`config.mk`:
```
export PLATFORM = sky130hd
export DESIGN_NAME = seq_shifter
export DESIGN_NICKNAME = d
export VERILOG_FILES = /design/src/rtl/seq_shifter.sv
export SDC_FILE = /design/constraint.sdc
export NUM_CORES = 1
export LEC_CHECK = 0
export BUFFER_PORTS_ARGS = -buffer_cell sky130_fd_sc_hd__buf_2
export CAP_MARGIN = 15
export CORE_MARGIN = 5
export CORE_UTILIZATION = 59
export CTS_BUF_LIST = sky130_fd_sc_hd__clkbuf_8
export CTS_CLUSTER_DIAMETER = 150
export DETAILED_ROUTE_END_ITERATION = 12
export GPL_ROUTABILITY_DRIVEN = 0
export PLACE_DENSITY = 0.86
export RECOVER_POWER = 100
export SYNTH_ARGS = -nofsm -noshare
export SYNTH_HDL_FRONTEND = slang
export SYNTH_SLANG_ARGS = --single-unit
export TNS_END_PERCENT = 30
```
`constraint.sdc`:
```
create_clock -name clk -period 2.5 [get_ports clk]
set_clock_uncertainty 0.1 [all_clocks]
set_input_delay 0.25 -clock clk [delete_from_list [all_inputs] [get_ports clk]]
set_output_delay 0.25 -clock clk [all_outputs]
set_load 0.02 [all_outputs]
```
`src/rtl/seq_shifter.sv`:
```
// seq_shifter: multi-cycle shifter, one bit position per clock, start/busy/done handshake.
//   clk, rst_n      clock, asynchronous active-low reset
//   start           request, accepted only when busy=0
//   A, shamt        operand and shift amount, sampled on the accepted start edge
//   sel, dir        0/1 = logical/arithmetic, 0/1 = left/right, sampled at start
//   rot             rotate instead of shift (only when SEQ_SHIFTER_ROTATE_EN is defined)
//   busy, done      operation in flight, one-cycle pulse when Aout holds the new result
//   Aout, carry     result register and last bit shifted out
//   zero            Aout == 0
module seq_shifter #(
  parameter int N  = 8,
  parameter int SW = 4
) (
  input  logic          clk,
  input  logic          rst_n,
  input  logic          start,
  input  logic [N-1:0]  A,
  input  logic [SW-1:0] shamt,
  input  logic          sel,
  input  logic          dir,
`ifdef SEQ_SHIFTER_ROTATE_EN
  input  logic          rot,
`endif
  output logic          busy,
  output logic          done,
  output logic [N-1:0]  Aout,
  output logic          carry,
  output logic          zero
);
  localparam int CW = $clog2(N + 1);
  typedef enum logic [1:0] {IDLE, SHIFT, FIN} state_t;
  state_t st, nxt;
  logic [N-1:0] work, step;
  logic [CW-1:0] cnt, eff;
  logic sel_q, dir_q, rot_q, cry, go, fill, out;
  // done is registered with Aout, so it lands in IDLE; counting it as busy
  // keeps a start in the done cycle from being accepted.
  assign busy = st != IDLE || done;
  assign zero = Aout == '0;
  always_comb begin
    go = start && st == IDLE && !done;
`ifdef SEQ_SHIFTER_ROTATE_EN
    eff = rot ? CW'(32'(shamt) % N) : (32'(shamt) >= N ? CW'(N) : CW'(shamt));
`else
    eff = 32'(shamt) >= N ? CW'(N) : CW'(shamt);
`endif
    fill = dir_q ? (rot_q ? work[0] : sel_q & work[N-1]) : rot_q & work[N-1];
    out  = dir_q ? work[0] : work[N-1];
    step = dir_q ? {fill, work[N-1:1]} : {work[N-2:0], fill};
    nxt  = st == IDLE  ? (go ? (eff != '0 ? SHIFT : FIN) : IDLE) :
           st == SHIFT ? (cnt == CW'(1) ? FIN : SHIFT) : IDLE;
  end
  always_ff @(posedge clk or negedge rst_n)
    if (!rst_n) st <= IDLE;
    else st <= nxt;
  always_ff @(posedge clk or negedge rst_n) begin
    if (!rst_n) begin
      work  <= '0;
      cnt   <= '0;
      sel_q <= 1'b0;
      dir_q <= 1'b0;
      rot_q <= 1'b0;
      cry   <= 1'b0;
      done  <= 1'b0;
      Aout  <= '0;
      carry <= 1'b0;
    end else begin
      done <= st == FIN;
      if (go) begin
        work  <= A;
        cnt   <= eff;
        sel_q <= sel;
        dir_q <= dir;
`ifdef SEQ_SHIFTER_ROTATE_EN
        rot_q <= rot;
`else
        rot_q <= 1'b0;
`endif
        cry   <= 1'b0;
      end else if (st == SHIFT) begin
        work <= step;
        cnt  <= cnt - CW'(1);
        cry  <= out;
      end else if (st == FIN) begin
        Aout  <= work;
        carry <= cry;
      end
    end
  end
endmodule

```
==> reports/metrics.csv, run 1 <==
stage;metric;value;unit
cts;post-cts resize count;0;
global_routing;first-pass GRT wire length;4153;um
logic_synthesis;Cells after Synth;108;
cts;clock slew at reported path FFs;0.09;ns
critical_path;crit path capture type;output pin;
global_routing;Tot GR Track Use;16.23;%
status;outcome;complete, no violations;
logic_synthesis;register bit total from synthesis;27;
finish;share of cells above drive strength 1;16.18;%
sta;max_slew headroom;5.753;%
power;P_leak;0.0007096;uW
routing;final wirelength;2495;um
cts;CTS buffer count;3;
sta;Setup-failing EPs final;0;
power;Power per Cell Area;1264;nW/um^2
finish;Area growth syn-to-layout;11.89;%
placed_design;Post-DP HPWL;1803;um
finish;commonest non-fill, non-tap cell in the layout;dfrtp_1;
floorplan;std cell rows;17;
cts;CTS Sinks;27;
routing;via/cell ratio;5.707;
global_routing;largest net degree at the start of global routing;28;
finish;commonest cells after routing, fill and taps aside;27 x dfrtp_1, 15 x buf_2, 13 x clkbuf_1;
logic_synthesis;register area share after synthesis;51.38;%
sta;Period minus WS final;1.889;ns
routing;initial DRC count;12;
sta;Max Slew Vio Count;0;
flow_run;max cap viols;0;
cts;H-tree levels;1;
sta;Final Hold Vio Count;0;
placed_design;IO buf count;28;
routing;DR DRC count;0;
power;VDD IR max;0.8247;mV
global_routing;gr ovfl total;0;
logic_synthesis;synth warn;0;
floorplan;die width;57.21;um
critical_path;Critical Path Fanout Max;3;
finish;NumNets Final;156;
power;Tot Pwr;1860;uW
routing;antenna-violating nets left;0;
sta;RSZ-0062 raised after global routing;no;
cts;Clock Path Buffers;2;
floorplan;Core Footprint;2170;um^2
logic_synthesis;synthesized area;1315;um^2
critical_path;crit path DAT;1.54;ns
routing;vias;936;
critical_path;Critical Path RT;2.15;ns
logic_synthesis;net count after synthesis;127;
logic_synthesis;Yosys cell types;31;
floorplan;I/O pin count;29;
sta;fmax;529.4;MHz
floorplan;Die Y-Extent;57.21;um
global_routing;initial antenna violation count;0;
worst_hold_path;Hold WC Path Type;in2reg;
routing;drt wl/cell;15.21;um
cts;Root Buffer;clkbuf_8;
logic_synthesis;Post-Syn Area per Cell;12.18;um^2
sta;Period Utilization, post-route;75.56;%
floorplan;Initial Utilization;60.61;%
cts;CTS tree;built;
floorplan;full die area;3273;um^2
critical_path;Critical Setup Path Class;reg2out;
routing;Pre-antenna DRT Iters;4;
finish;Diodes inserted;0;
global_routing;via count of the first global-routing pass;931;
critical_path;startpoint types;register;
sta;TNS Setup;0;ns
sta;worst slew pin tran;1.414;ns
cts;clk_lat worst skew;0.26;ns
worst max-delay path, cell delays in order, from the launching register on:
cell	delay (ns)
dfrtp_1	0.40
or4_1	0.54
nor2_1	0.11
clkbuf_1	0.23
logic make-up after synthesis:
family | synth area share, %
AOI/OAI and AO/OA | 11.80
xor gates and xnor gates | 0.6662
adders and majority gates | 1.903
buffers and inverters | 4.376
DFF | 51.38
muxes | 13.04
and+or+nand+nor | 16.84
final timing paths:
path,slack [ns],start,end,depth (start not counted)
setup / recovery,0.61,Aout[5],zero,3
hold / removal,0.07,sel,sel_q,3
setup reg to reg,0.63,st[0],cnt[1],4
hold reg to reg,0.39,sel_q,sel_q,2
max in group asynchronous,0.73,rst_n,Aout[1],2
min in group asynchronous,0.74,rst_n,carry,2
what timing repair did:
action                                  in CTS  in global routing
endpoints found under the setup margin       0                  0
endpoints found under the hold margin       27                  0
hold buffers                                 1                  0
setup buffers                                0                  0
flip-flops by register name, indices dropped and copies added, names as in the netlist:
register and flops:
Aout 8, sel_q 1, dir_q 1, done 1, st 2, cnt 4, carry 1, cry 1
work 8
layout make-up:
type | instances | area [um^2]
clock buffers | 3 | 41.29
clock inverters | 1 | 3.754
fillers | 182 | 698.2
inverters | 4 | 15.01
multi-input cells | 71 | 559.3
flip-flops and latches | 27 | 675.6
well taps | 28 | 35.03
repair buffers | 30 | 141.4
synthesized netlist by cell type:
cell type	number	area share, %
a21oi_2	1	0.67
or4b_4	1	1.0
nor2_1	11	3.1
or4_1	2	1.1
inv_2	1	0.29
nor4_1	1	0.48
or3_1	1	0.48
nand3_1	2	0.76
mux2_1	9	7.7
nor4b_4	1	1.8
ha_1	2	1.9
nor3b_1	1	0.57
dfrtp_1	27	51
o22ai_1	1	0.48
a21oi_1	1	0.38
buf_6	2	1.7
o41ai_1	1	0.67
inv_1	3	0.86
a221o_1	10	7.6
buf_2	4	1.5
o21ai_1	2	0.76
a31oi_1	1	0.48
nand2b_4	1	1.0
nand3b_1	2	1.1
nand2b_1	2	0.95
or4b_1	1	0.76
mux2i_1	7	5.3
xor2_1	1	0.67
nand2_1	7	2.0
nor2_8	1	1.5
a32o_1	1	0.76
stage by stage:
step / area [um^2] / std cells / setup slack, ns / hold WS [ns] / util, %
floorplan: 1315 / 108 / 0.8708 / -0.1456 / -
global route: 1471 / 164 / 0.4571 / 0.07081 / 67.82
detailed placement: 1455 / 159 / 0.8024 / 0.1817 / 67.07
global placement: 1455 / 159 / 0.8316 / 0.1777 / 67.07
CTS: 1510 / 164 / 0.6755 / 0.07050 / 69.61
finish: 1471 / 164 / 0.6111 / 0.06816 / 67.82
routing by layer:
layer / global-route usage [%] / vias to the layer above / routed length [um]
met5: 0 / - / 0
met4: 5.629 / 0 / 42
met3: 3.167 / 6 / 156
met2: 26.75 / 28 / 1206
met1: 21.40 / 446 / 1089
li1: - / 456 / -
power breakdown:
part	switching [uW]	internal (uW)
sequential	206	628
combinational	433	361
clock	122	110
No activity file was read; power rests on OpenSTA's default activity.
==> run 2: changes to the inputs <==
--- a/config.mk
+++ b/config.mk
@@ -8,12 +8,12 @@
 export BUFFER_PORTS_ARGS = -buffer_cell sky130_fd_sc_hd__buf_2
 export CAP_MARGIN = 15
 export CORE_MARGIN = 5
-export CORE_UTILIZATION = 59
+export CORE_UTILIZATION = 50
 export CTS_BUF_LIST = sky130_fd_sc_hd__clkbuf_8
 export CTS_CLUSTER_DIAMETER = 150
 export DETAILED_ROUTE_END_ITERATION = 12
 export GPL_ROUTABILITY_DRIVEN = 0
-export PLACE_DENSITY = 0.86
+export PLACE_DENSITY = 0.77
 export RECOVER_POWER = 100
 export SYNTH_ARGS = -nofsm -noshare
 export SYNTH_HDL_FRONTEND = slang
==> constraint.sdc (replaced) <==
create_clock -name clk -period 1.57 [get_ports clk]
set_clock_uncertainty 0.1 [all_clocks]
set_input_delay 0.157 -clock clk [delete_from_list [all_inputs] [get_ports clk]]
set_output_delay 0.157 -clock clk [all_outputs]
set_load 0.02 [all_outputs]
==> reports/metrics.csv, run 2 (same netlist as run 1, synthesis figures left out) <==
stage;metric;value;unit;change
status;outcome;finished, violations left;;
status;failing checks;setup timing;;
sta;Worst Setup Slack, final;-0.1277;ns;-0.7388 ns
critical_path;crit path capture type;output pin;;
cts;CTS buffer count;3;;unchanged
finish;share of cells above drive strength 1;28.86;%;+13 points
routing;Pre-antenna DRT Iters;4;;unchanged
critical_path;r2r worst-path depth;4;;unchanged
sta;Period Utilization, post-route;108.1;%;
worst_hold_path;Hold WC Path Type;in2reg;;
critical_path;Critical Path RT;1.31;ns;-0.84 ns
routing;initial DRC count;13;;+1
floorplan;die width;61.29;um;+7.1%
finish;FILL cells;208;;+14%
finish;Diodes inserted;0;;unchanged
global_routing;Tot GR Track Use;17.90;%;+1.7 points
finish;Post-Route Utilization;64.56;%;-3.3 points
finish;commonest cells after routing, fill and taps aside;26 x dfrtp_1, 18 x buf_2, 10 x a221o_1, 10 x nor2_1;;
global_routing;largest net degree at the start of global routing;28;;unchanged
critical_path;startpoint types;register;;
sta;Period minus WS final;1.698;ns;
sta;RSZ-0062 raised after global routing;yes;;
cts;CTS tree;built;;
placed_design;Post-DP HPWL;2041;um;+13%
critical_path;Critical Setup Path Class;reg2out;;
cts;Root Buffer;clkbuf_8;;
worst_hold_path;Hold Crit Depth;2;;-1
cts;Clock Path Buffers;2;;unchanged
placed_design;Placed Cells incl. Taps;164;;+3.1%
floorplan;Die Y-Extent;61.29;um;+7.1%
sta;fmax;589.0;MHz;
flow_run;max cap viols;0;;unchanged
floorplan;full die area;3756;um^2;+15%
floorplan;Core Footprint;2500;um^2;+15%
placed_design;IO buf count;28;;unchanged
cts;clock slew at reported path FFs;0.09;ns;about the same
global_routing;via count of the first global-routing pass;1028;;+10%
cts;clk_lat worst skew;0.27;ns;about the same
finish;Cell Count, Final, Fillers Out;179;;+9.1%
sta;Setup-failing EPs final;8;;+8
finish;commonest non-fill, non-tap cell in the layout;dfrtp_1;;
finish;Top Registers;Aout (8), work (8), cnt (4);;
power;Power per Cell Area;2072;nW/um^2;+64%
sta;TNS Setup;-0.1668;ns;-0.1668 ns
power;P_leak;0.0007892;uW;+11%
routing;antenna-violating nets left;0;;unchanged
critical_path;Critical Path Fanout Max;2;;-1
floorplan;std cell rows;18;;+1
global_routing;first-pass GRT wire length;4871;um;+17%
cts;H-tree levels;1;;unchanged
finish;Area growth syn-to-layout;22.74;%;
routing;vias;1012;;+8.1%
sta;Final Hold Vio Count;0;;unchanged
sta;Max Slew Vio Count;0;;unchanged
global_routing;gr ovfl total;0;;unchanged
sta;max_slew headroom;55.59;%;+50 points
routing;via/cell ratio;5.654;;-0.94%
power;VDD IR max;1.173;mV;+42%
floorplan;Initial Utilization;52.60;%;-8.0 points
routing;final wirelength;2952;um;+18%
global_routing;initial antenna violation count;0;;unchanged
sta;worst slew pin tran;0.6662;ns;-0.7475 ns
routing;drt wl/cell;16.49;um;+8.4%
power;Tot Pwr;3345;uW;+80%
critical_path;crit path DAT;1.44;ns;-0.10 ns
floorplan;I/O pin count;29;;unchanged
cts;CTS Sinks;27;;unchanged
routing;DR DRC count;0;;unchanged
finish;NumNets Final;169;;+8.3%
==> run 2: cell count changes in the layout (fill, tap and decap cells not counted), moves of 2 or more <==
cell,delta
buf_4,+8
clkbuf_4,+2
or4_1,-2
dlygate4sd3_1,+2
buf_2,+3
clkbuf_1,-5
or4_4,+2
==> run 2: where the power goes <==
group	leakage (uW)	switching (uW)	internal, uW
logic	0.000420	801	815
registers	0.000343	339	1000
clock network	0.0000269	212	175
==> run 2: worst max-delay path, stage by stage (launching register included) <==
cell     delay (ns)
dfrtp_1        0.38
or4_4          0.55
nor2_4         0.12
buf_6          0.12
==> run 2: cell type report <==
type / instances / area, um^2 / area share [%]
sequential: 27 / 676.9 / 41.94
multi-input combinational: 72 / 590.6 / 36.59
timing repair buffer: 42 / 249.0 / 15.43
clock buffer: 3 / 41.29 / 2.558
tap: 30 / 37.54 / 2.326
inverter: 4 / 15.01 / 0.9302
clock inverter: 1 / 3.754 / 0.2326
==> run 2: metrics by stage <==
step                setup WS [ns]  hold WS (ns)  area [um^2]
CTS                       -0.1313      0.005852         1602
global placement          0.06012       0.08437         1493
floorplan                0.009728       -0.2386         1315
detailed placement       -0.01558       0.09991         1493
finish                    -0.1277       0.01388         1614
global route              -0.1666       0.01203         1614
==> run 2: metal layers <==
| layer | GRT usage [%] | vias up | routed length [um] |
|---|---|---|---|
| met5 | 0 | - | 0 |
| met2 | 30.21 | 24 | 1450 |
| met4 | 7.430 | 0 | 49 |
| met1 | 23.29 | 502 | 1319 |
| met3 | 2.096 | 5 | 132 |
| li1 | - | 481 | - |
==> run 2: timing repair <==
item	in CTS	in global routing
endpoints found under the setup margin	4	12
gates cloned	0	1
endpoints found under the hold margin	29	0
hold buffers	3	0
setup buffers	4	3
resized for setup	2	6
pin swaps	1	4
==> run 2: path summary, 6_finish.rpt <==
check | start | end | slack (ns)
max in group asynchronous | rst_n | st[0] | 0.56
worst max register to register | st[0] | work[5] | -0.02
worst max-delay path | Aout[5] | zero | -0.13
min in group asynchronous | rst_n | Aout[6] | 0.34
worst min-delay path | A[6] | work[6] | 0.01
worst min register to register | sel_q | sel_q | 0.40
==> run 3: changes to the inputs <==
==> config.mk (replaced) <==
export PLATFORM = sky130hd
export DESIGN_NAME = seq_shifter
export DESIGN_NICKNAME = d
export VERILOG_FILES = /design/src/rtl/seq_shifter.sv
export SDC_FILE = /design/constraint.sdc
export NUM_CORES = 1
export LEC_CHECK = 0
export BUFFER_PORTS_ARGS = -buffer_cell sky130_fd_sc_hd__buf_4
export CORE_MARGIN = 5
export CORE_UTILIZATION = 55
export CTS_BUF_LIST = sky130_fd_sc_hd__clkbuf_8
export CTS_CLUSTER_DIAMETER = 150
export DETAILED_ROUTE_END_ITERATION = 12
export GPL_ROUTABILITY_DRIVEN = 0
export PLACE_DENSITY = 0.81
export RECOVER_POWER = 100
export SYNTH_ARGS = -nofsm -noshare
export SYNTH_HDL_FRONTEND = slang
export SYNTH_SLANG_ARGS = --single-unit
export TNS_END_PERCENT = 30
==> constraint.sdc (replaced) <==
create_clock -name clk -period 1.75 [get_ports clk]
set_clock_uncertainty 0.1 [all_clocks]
set_input_delay 0.175 -clock clk [delete_from_list [all_inputs] [get_ports clk]]
set_output_delay 0.175 -clock clk [all_outputs]
set_load 0.02 [all_outputs]
==> reports/metrics.csv, run 3 (same netlist as run 1, synthesis figures left out) <==
stage;metric;value;unit;change
status;outcome;complete, no violations;;
flow_run;max cap viols;0;;unchanged
worst_hold_path;hold wc startpoint;A[2];;
cts;CTS Sinks;27;;unchanged
placed_design;Area after DPL;1540;um^2;+3.2%
critical_path;r2r worst-path depth;3;;-1
finish;Diodes inserted;0;;unchanged
finish;FF+latch area;675.6;um^2;-0.18%
global_routing;Tot GR Track Use;18.65;%;+0.75 points
sta;Hold WS;0.03283;ns;+0.01895 ns
sta;RSZ-0062 raised after global routing;yes;;
floorplan;I/O pin count;29;;unchanged
cts;CTS tree;built;;
finish;cell area after layout;1578;um^2;-2.2%
sta;worst slew pin tran;0.6675;ns;+0.001329 ns
worst_hold_path;Hold Crit Depth;2;;unchanged
cts;Root Buffer;clkbuf_8;;
critical_path;R2R Path End;cnt[0];;
floorplan;Die Y-Extent;58.90;um;-3.9%
placed_design;dpl ws;0.1714;ns;+0.1870 ns
finish;Post-Route Utilization;69.98;%;+5.4 points
routing;Pre-antenna DRT Iters;4;;unchanged
critical_path;R2R Setup Slk;0.04;ns;+0.06 ns
critical_path;crit path DAT;1.45;ns;about the same
cts;clock slew at reported path FFs;0.09;ns;about the same
finish;FILL cells;195;;-6.3%
critical_path;Critical Path Fanout Max;3;;+1
sta;Final Hold Vio Count;0;;unchanged
power;P_leak;0.0007603;uW;-3.7%
worst_hold_path;hold endpoint;work[2];;
floorplan;std cell rows;17;;-1
floorplan;Core Footprint;2255;um^2;-9.8%
placed_design;IO buf count;28;;unchanged
finish;share of cells above drive strength 1;23.24;%;-5.6 points
power;Power per Cell Area;1800;nW/um^2;-13%
finish;Area growth syn-to-layout;19.98;%;
global_routing;gr ovfl total;0;;unchanged
critical_path;Critical Path RT;1.47;ns;+0.16 ns
placed_design;Placed Cells incl. Taps;161;;-1.8%
global_routing;initial antenna violation count;0;;unchanged
critical_path;crit path capture type;output pin;;
sta;Setup-failing EPs final;0;;-8
sta;fmax;580.0;MHz;
floorplan;full die area;3469;um^2;-7.6%
placed_design;Post-DP HPWL;2103;um;+3.0%
routing;final wirelength;2927;um;-0.85%
finish;Cell Count, Final, Fillers Out;170;;-5.0%
finish;commonest cells after routing, fill and taps aside;27 x dfrtp_1, 20 x buf_4, 11 x nor2_1;;
routing;via/cell ratio;5.841;;+3.3%
floorplan;die width;58.90;um;-3.9%
sta;Worst Setup Slack, final;0.02580;ns;+0.1535 ns
critical_path;Critical Setup Path Class;reg2out;;
finish;Top Registers;Aout (8), work (8), cnt (4);;
routing;DR DRC count;0;;unchanged
critical_path;startpoint types;register;;
global_routing;largest net degree at the start of global routing;28;;unchanged
finish;NumNets Final;162;;-4.1%
routing;drt wl/cell;17.22;um;+4.4%
cts;post-cts resize count;0;;-2
sta;Period minus WS final;1.724;ns;
worst_hold_path;Hold WC Path Type;in2reg;;
finish;area occupied by multi-input gates;569.3;um^2;-3.6%
floorplan;Initial Utilization;58.32;%;+5.7 points
sta;Period Utilization, post-route;98.53;%;
global_routing;via count of the first global-routing pass;1013;;-1.5%
sta;max_slew headroom;55.50;%;-0.089 points
critical_path;Critical R2R Launch;st[0];;
routing;vias;993;;-1.9%
cts;Clock Path Buffers;2;;unchanged
cts;clk_lat worst skew;0.27;ns;about the same
power;VDD IR max;1.130;mV;-3.7%
cts;CTS buffer count;3;;unchanged
cts;H-tree levels;1;;unchanged
finish;commonest non-fill, non-tap cell in the layout;dfrtp_1;;
routing;antenna-violating nets left;0;;unchanged
sta;Max Slew Vio Count;0;;unchanged
global_routing;first-pass GRT wire length;4899;um;+0.57%
routing;initial DRC count;21;;+8
## run 3: cell types whose count changed in the layout (fill, tap and decap cells not counted), sizes merged
cell,delta
a21oi,-1
buf,-8
clkbuf,+2
clkinvlp,+1
inv,-1
## run 3: stage by stage
stage	TNS [ns]	power, uW
after floorplan	0	2104
after global placement	0	2478
after detailed placement	0	2549
after CTS	0	2921
after global routing	-0.07301	3039
final	0	2840
## run 3: layout make-up
| class | instances | share of cell area, % |
|---|---|---|
| clock inverter | 1 | 0.4758 |
| tap | 28 | 2.220 |
| multi-input combinational | 71 | 36.08 |
| timing repair buffer | 36 | 14.83 |
| sequential | 27 | 42.82 |
| inverter | 4 | 0.9516 |
| clock buffer | 3 | 2.617 |
## run 3: how the worst max path moves through the flow
stage | start | end | slack [ns] | cells past startpoint
after floorplan | done | cnt[0] | 0.19 | 3
after global placement | st[0] | cnt[0] | 0.23 | 3
after detailed placement | st[0] | cnt[1] | 0.17 | 3
after CTS | Aout[5] | zero | 0.009 | 3
after global routing | Aout[4] | zero | -0.04 | 3
final | Aout[4] | zero | 0.03 | 3
## run 3: routing by layer
metal,up-vias,global-route usage [%],routed length [um],part of all wire [%]
met5,-,0,0,0
met4,0,6.472,35,1.2
li1,468,-,-,-
met2,25,31.39,1465,50
met1,496,24.31,1302,44
met3,4,2.851,123,4.2
## run 3: repair_timing
action	in CTS	in global routing
endpoints found under the setup margin	0	1
hold endpoints to repair	29	0
hold buffers	3	0
setup buffers	0	2
## run 3: worst max-delay path, stage by stage (launching register included)
cell and delay, ns:
dfrtp_1 0.40, or4_1 0.52, nor2_1 0.12, buf_4 0.14
## run 3: power breakdown
part	leakage (uW)	switching [uW]	internal [uW]
Combinational	0.000395	667	604
Clock	0.0000217	199	161
Sequential	0.000343	312	897
Total	0.000760	1180	1660
